File: config.mk
export PLATFORM = sky130hd
export DESIGN_NAME = ex_mem_stage
export DESIGN_NICKNAME = d
export VERILOG_FILES = /design/src/rtl/ex_mem_stage_pkg.sv /design/src/rtl/wisc_flag_reg.sv /design/src/rtl/ex_mem_stage.sv
export SDC_FILE = /design/constraint.sdc
export NUM_CORES = 1
export LEC_CHECK = 0
export CORE_ASPECT_RATIO = 1.1
export CORE_MARGIN = 1
export CORE_UTILIZATION = 40
export CTS_CLUSTER_DIAMETER = 120
export DETAILED_ROUTE_END_ITERATION = 8
export GPL_TIMING_DRIVEN = 0
export PLACE_DENSITY = 0.81
export SETUP_SLACK_MARGIN = 0.5
export SLEW_MARGIN = 20
export SYNTH_ARGS = -nofsm -noshare
export SYNTH_HDL_FRONTEND = slang
export SYNTH_HIERARCHICAL = 1
export SYNTH_SLANG_ARGS = --single-unit
File: constraint.sdc
create_clock -name clk -period 2.65 [get_ports clk]
set_input_delay 0.53 -clock clk [delete_from_list [all_inputs] [get_ports clk]]
set_output_delay 0.53 -clock clk [all_outputs]
set_load 0.02 [all_outputs]
File: src/rtl/ex_mem_stage_pkg.sv
// Shared opcodes, flag indices and the MEM-stage register bundle.
// Imported by ex_mem_stage and wisc_flag_reg.
package ex_mem_stage_pkg;

  localparam int CNT_W_DEF = 8;

  localparam logic [3:0] OP_ADD    = 4'h0;
  localparam logic [3:0] OP_SUB    = 4'h1;
  localparam logic [3:0] OP_XOR    = 4'h2;
  localparam logic [3:0] OP_RED    = 4'h3;
  localparam logic [3:0] OP_SLL    = 4'h4;
  localparam logic [3:0] OP_SRA    = 4'h5;
  localparam logic [3:0] OP_ROR    = 4'h6;
  localparam logic [3:0] OP_PADDSB = 4'h7;
  localparam logic [3:0] OP_LW     = 4'h8;
  localparam logic [3:0] OP_SW     = 4'h9;
  localparam logic [3:0] OP_LLB    = 4'hA;
  localparam logic [3:0] OP_LHB    = 4'hB;
  localparam logic [3:0] OP_B      = 4'hC;
  localparam logic [3:0] OP_BR     = 4'hD;
  localparam logic [3:0] OP_PCS    = 4'hE;
  localparam logic [3:0] OP_HLT    = 4'hF;

  localparam int FLAG_V = 0;
  localparam int FLAG_Z = 1;
  localparam int FLAG_N = 2;

  typedef struct packed {
    logic        valid;
    logic        regwrite;
    logic        memread;
    logic        memwrite;
    logic        psa_err;
    logic [3:0]  rd;
    logic [15:0] result;
    logic [15:0] store_data;
  } mem_reg_t;

  // Which of N/Z/V an opcode writes.
  function automatic logic [2:0] flag_we(input logic [3:0] op);
    logic [2:0] we;
    we = '0;
    unique case (1'b1)
      (op == OP_ADD) || (op == OP_SUB): begin
        we[FLAG_N] = 1'b1;
        we[FLAG_Z] = 1'b1;
        we[FLAG_V] = 1'b1;
      end
      (op == OP_XOR) || (op == OP_SLL) ||
      (op == OP_SRA) || (op == OP_ROR): begin
        we[FLAG_Z] = 1'b1;
      end
      default: we = '0;
    endcase
    return we;
  endfunction

endpackage

File: src/rtl/wisc_flag_reg.sv
// N/Z/V flag register with per-flag write enables and a hold input.
// Ports: clk, rst (sync, high), i_hold, i_we[2:0], i_flags[2:0], o_flags[2:0].
module wisc_flag_reg
  import ex_mem_stage_pkg::*;
(
  input  logic       clk,
  input  logic       rst,
  input  logic       i_hold,
  input  logic [2:0] i_we,
  input  logic [2:0] i_flags,
  output logic [2:0] o_flags
);

  logic [2:0] r_flags;

  always_ff @(posedge clk) begin
    if (rst) begin
      r_flags <= '0;
    end else if (!i_hold) begin
      for (int i = 0; i < 3; i++) begin
        if (i_we[i]) r_flags[i] <= i_flags[i];
      end
    end
  end

  assign o_flags = r_flags;

endmodule

File: src/rtl/ex_mem_stage.sv
// EX->MEM pipeline register, flags, PSA saturation counter, halt latch.
// Ports: ex_* inputs, stall/flush/sat_clr, mem_* outputs, flags, sat_count, halted.
module ex_mem_stage
  import ex_mem_stage_pkg::*;
#(
  parameter int CNT_W = CNT_W_DEF
) (
  input  logic             clk,
  input  logic             rst,
  input  logic             ex_valid,
  input  logic [3:0]       ex_opcode,
  input  logic [15:0]      ex_result,
  input  logic             ex_psa_err,
  input  logic             ex_z,
  input  logic             ex_v,
  input  logic             ex_n,
  input  logic [15:0]      ex_store_data,
  input  logic [3:0]       ex_rd,
  input  logic             ex_regwrite,
  input  logic             ex_memread,
  input  logic             ex_memwrite,
  input  logic             stall,
  input  logic             flush,
  input  logic             sat_clr,
  output logic             mem_valid,
  output logic             mem_regwrite,
  output logic             mem_memread,
  output logic             mem_memwrite,
  output logic [15:0]      mem_result,
  output logic [15:0]      mem_store_data,
  output logic [3:0]       mem_rd,
  output logic             mem_psa_err,
  output logic             flag_z,
  output logic             flag_v,
  output logic             flag_n,
  output logic [CNT_W-1:0] sat_count,
  output logic             halted
);

  mem_reg_t         r_mem;
  mem_reg_t         w_mem_d;
  logic             r_halted;
  logic [CNT_W-1:0] r_cnt;

  logic             w_cap;
  logic             w_valid;
  logic             w_inc;
  logic [2:0]       w_we;
  logic [2:0]       w_flags_in;
  logic [2:0]       w_flags;

  // A real capture edge; rst is handled in each register.
  assign w_cap   = !stall && !flush;
  // Once halted, everything entering MEM is a bubble.
  assign w_valid = ex_valid && !r_halted;

  always_comb begin
    w_mem_d            = '0;
    w_mem_d.valid      = w_valid;
    w_mem_d.regwrite   = w_valid && ex_regwrite;
    w_mem_d.memread    = w_valid && ex_memread;
    w_mem_d.memwrite   = w_valid && ex_memwrite;
    w_mem_d.psa_err    = w_valid && ex_psa_err;
    w_mem_d.rd         = ex_rd;
    w_mem_d.result     = ex_result;
    w_mem_d.store_data = ex_store_data;
  end

  always_ff @(posedge clk) begin
    if (rst) begin
      r_mem <= '0;
    end else if (flush) begin
      r_mem <= '0;
    end else if (!stall) begin
      r_mem <= w_mem_d;
    end
  end

  always_ff @(posedge clk) begin
    if (rst) begin
      r_halted <= 1'b0;
    end else if (w_cap && w_valid && (ex_opcode == OP_HLT)) begin
      r_halted <= 1'b1;
    end
  end

  assign w_we = (w_cap && w_valid) ? flag_we(ex_opcode) : 3'b000;

  always_comb begin
    w_flags_in         = '0;
    w_flags_in[FLAG_N] = ex_n;
    w_flags_in[FLAG_Z] = ex_z;
    w_flags_in[FLAG_V] = ex_v;
  end

  wisc_flag_reg u_flags (
    .clk     (clk),
    .rst     (rst),
    .i_hold  (stall || flush),
    .i_we    (w_we),
    .i_flags (w_flags_in),
    .o_flags (w_flags)
  );

  assign w_inc = w_cap && w_valid &&
                 (ex_opcode == OP_PADDSB) && ex_psa_err;

  // Clear beats hold; a same-cycle event lands as the first count.
  always_ff @(posedge clk) begin
    if (rst) begin
      r_cnt <= '0;
    end else if (sat_clr) begin
      r_cnt <= w_inc ? CNT_W'(1) : '0;
    end else if (w_inc && !(&r_cnt)) begin
      r_cnt <= r_cnt + 1'b1;
    end
  end

  assign mem_valid      = r_mem.valid;
  assign mem_regwrite   = r_mem.regwrite;
  assign mem_memread    = r_mem.memread;
  assign mem_memwrite   = r_mem.memwrite;
  assign mem_psa_err    = r_mem.psa_err;
  assign mem_rd         = r_mem.rd;
  assign mem_result     = r_mem.result;
  assign mem_store_data = r_mem.store_data;
  assign flag_n         = w_flags[FLAG_N];
  assign flag_z         = w_flags[FLAG_Z];
  assign flag_v         = w_flags[FLAG_V];
  assign sat_count      = r_cnt;
  assign halted         = r_halted;

endmodule

==> results.py <==
metrics = {
    "timing": {
        "fmax_mhz": 473,
        "worst_pin_slew_ns": 0.735,
        "rsz0062_at_grt": "no",
        "hold_viol": 0,
        "min_period_over_period": 0.798,
        "fin_tns_setup_ns": 0,
        "fin_hold_ws_ns": 0.470,
        "clock-skew-final_ns": 0.00462,
        "slew_violations": 0,
        "setup_viol": 0,
        "slew_headroom": 0.510,
        "timing.final.crit_period_ns": 2.12,
    },
    "worst_hold_path": {
        "hold_depth": 2,
        "holdCritPathClass": "flop to flop",
    },
    "global_route": {
        "grt_max_degree": 15,
        "antenna_found_initial": 0,
        "grtUsageTotal": 0.190,
        "first_global_vias": 1903,
        "grt_pass1_wl_mm": 8.47,
        "overflow": 0,
    },
    "drt": {
        "routed_wl_mm": 5.31,
        "drtIter0Drc": 59,
        "wl_per_cell_um": 13.5,
        "dr.pass1.iters": 4,
        "routed-via-count": 1970,
        "via_per_inst": 5.01,
        "drc": 0,
        "antenna_left": 0,
    },
    "clocking": {
        "root_buffer": "clkbuf_8",
        "ctsHoldBuffers": 0,
        "cts-htree-levels": 2,
        "cts_buffers": 5,
        "path_clk_slew_ns": 0.09,
        "cts.sinks": 53,
        "tritoncts": "built",
        "clk_latency_ns": 0.29,
        "clk_path_buf_depth": 2,
    },
    "placed_design": {
        "gp_congestion": 0.789,
        "dp_hpwl_mm": 3.91,
        "portBuffers": 105,
    },
    "synthesis": {
        "yosysSeqAreaShare": 0.499,
        "yosys-top-cells-count": "dfxtp_1, nor2_1, mux2i_1",
        "synth_most_common_cell": "dfxtp_1",
        "ys_seq_elements": 53,
        "yosys_warnings": 6,
        "synth_area_um2": 2130,
        "synth_cells": 220,
        "ys.flop_type": "dfxtp_1",
        "ys_async_sr_fraction": 0,
        "synth.top_cell.area_share": 0.499,
        "syn_avg_cell_area_um2": 9.66,
        "synthTopCellsByArea": "dfxtp_1, mux2i_1, nor2_1, a21oi_1, clkbuf_1",
        "synth_area_leader_cell": "dfxtp_1",
        "synth_edf_count": 0,
        "synth_cell_types": 35,
        "syn_nets": 274,
    },
    "setup_path": {
        "r2r_cells": 5,
        "startpoint_type": "input port",
        "cp-end-kind": "flop",
        "required_ns": 2.88,
        "cp.arrival_ns": 2.34,
        "crit_type": "input port to flop",
        "critical_path_peak_fanout": 7,
    },
    "floorplan": {
        "start_util": 0.420,
        "die_width_um": 71.5,
        "rows": 27,
        "io_pins": 106,
        "chipHeight_um": 78.5,
        "core_region_area_um2": 5070,
        "die_area_um2": 5610,
    },
    "pwr": {
        "powerDensity_nw_per_um2": 448,
        "p_total_mw": 1.51,
        "p_leak_nw": 1.32,
        "vdd_drop_max_mv": 0.280,
    },
    "finish": {
        "antenna_cells": 0,
        "fin_nets": 389,
        "fin_util": 0.666,
        "drive_gt1_frac": 0.0567,
        "fillCellCount": 440,
        "synthToLayoutAreaGrowth_pct": 58.9,
    },
    "status": {
        "status": "completed",
    },
    "job": {
        "drv_cap": 0,
    },
}
## power breakdown
| part | internal, mW | switching [mW] | total, mW | leakage, nW |
|---|---|---|---|---|
| logic | 0.140 | 0.0998 | 0.239 | 0.849 |
| clock network | 0.208 | 0.238 | 0.446 | 0.0443 |
| registers | 0.816 | 0.0103 | 0.826 | 0.431 |
| total | 1.16 | 0.349 | 1.51 | 1.32 |
## cell families (layout without fill, tap and decap cells)
| logic type | Yosys count | after routing | share of synthesized area |
|---|---|---|---|
| DFF | 53 | 53 | 0.499 |
| adders and majority gates | 1 | 1 | 0.00588 |
| and+or+nand+nor | 88 | 88 | 0.208 |
| buffers and inverters | 16 | 131 | 0.0324 |
| muxes | 37 | 37 | 0.174 |
| AOI/OAI and AO/OA | 25 | 25 | 0.0806 |
## per-stage QoR
step,cell area [um^2],worst slack (ns),std cells
2_1_floorplan,2130,0.561,220
3_3_place_gp,3260,0.0304,383
3_5_place_dp,3260,0.00331,383
4_1_cts,3360,0.553,392
5_1_grt,3380,0.505,393
6_report,3380,0.535,393
## critical path, stage by stage
cell and delay [ns]:
clkdlybuf4s50_1 0.53, nand4_1 0.16, or4_4 0.44, buf_6 0.15, or4_1 0.41, a21oi_2 0.12
## flip-flops by register name, indices dropped and copies added (netlist names), 3 cells and up
name,cells
mem_store_data,16
mem_rd,4
sat_count,8
u_flags/o_flags,3
mem_result,16
## path summary, 6_finish.rpt
kind,start,end,slack [ns]
setup reg to reg,halted,sat_count[3],0.83
hold / removal,mem_memwrite,mem_memwrite,0.47
hold reg to reg,mem_memwrite,mem_memwrite,0.47
setup / recovery,ex_opcode[0],sat_count[3],0.53
## layout make-up
type,count,area [um^2],area share
tap,58,72.6,0.0215
inverter,2,7.51,0.00222
sequential,53,1060,0.314
timing repair buffer,108,1080,0.319
multi-input combinational,151,1010,0.298
clock buffer,7,86.3,0.0256
buffer,14,67.6,0.0200
## what timing repair did
action                     in CTS  in global routing
setup endpoints to repair       7                  1
pin swaps                       2                  2
setup buffers                   2                  1
gates resized for setup         3                  3
## cells in the final DEF (no fill, tap or decap), drive strengths merged, types with 4 or more instances in the layout
cell	count
clkdlybuf4s50	101
clkbuf	17
nor2b	4
nand3b	4
a21oi	10
nand2	8
buf	7
dfxtp	53
o21ai	4
nand2b	4
nand3	6
mux2i	37
nor2	42
## metal layers
metal / up-vias / share of wire / track usage / routed length (um)
met1: 901 / 0.43 / 0.218 / 2260
met2: 69 / 0.48 / 0.323 / 2570
met4: 0 / 0.0060 / 0.0529 / 32
met5: - / 0 / 0 / 0
met3: 4 / 0.084 / 0.0809 / 445
li1: 996 / - / - / -
No activity file was read; power rests on OpenSTA's default activity.
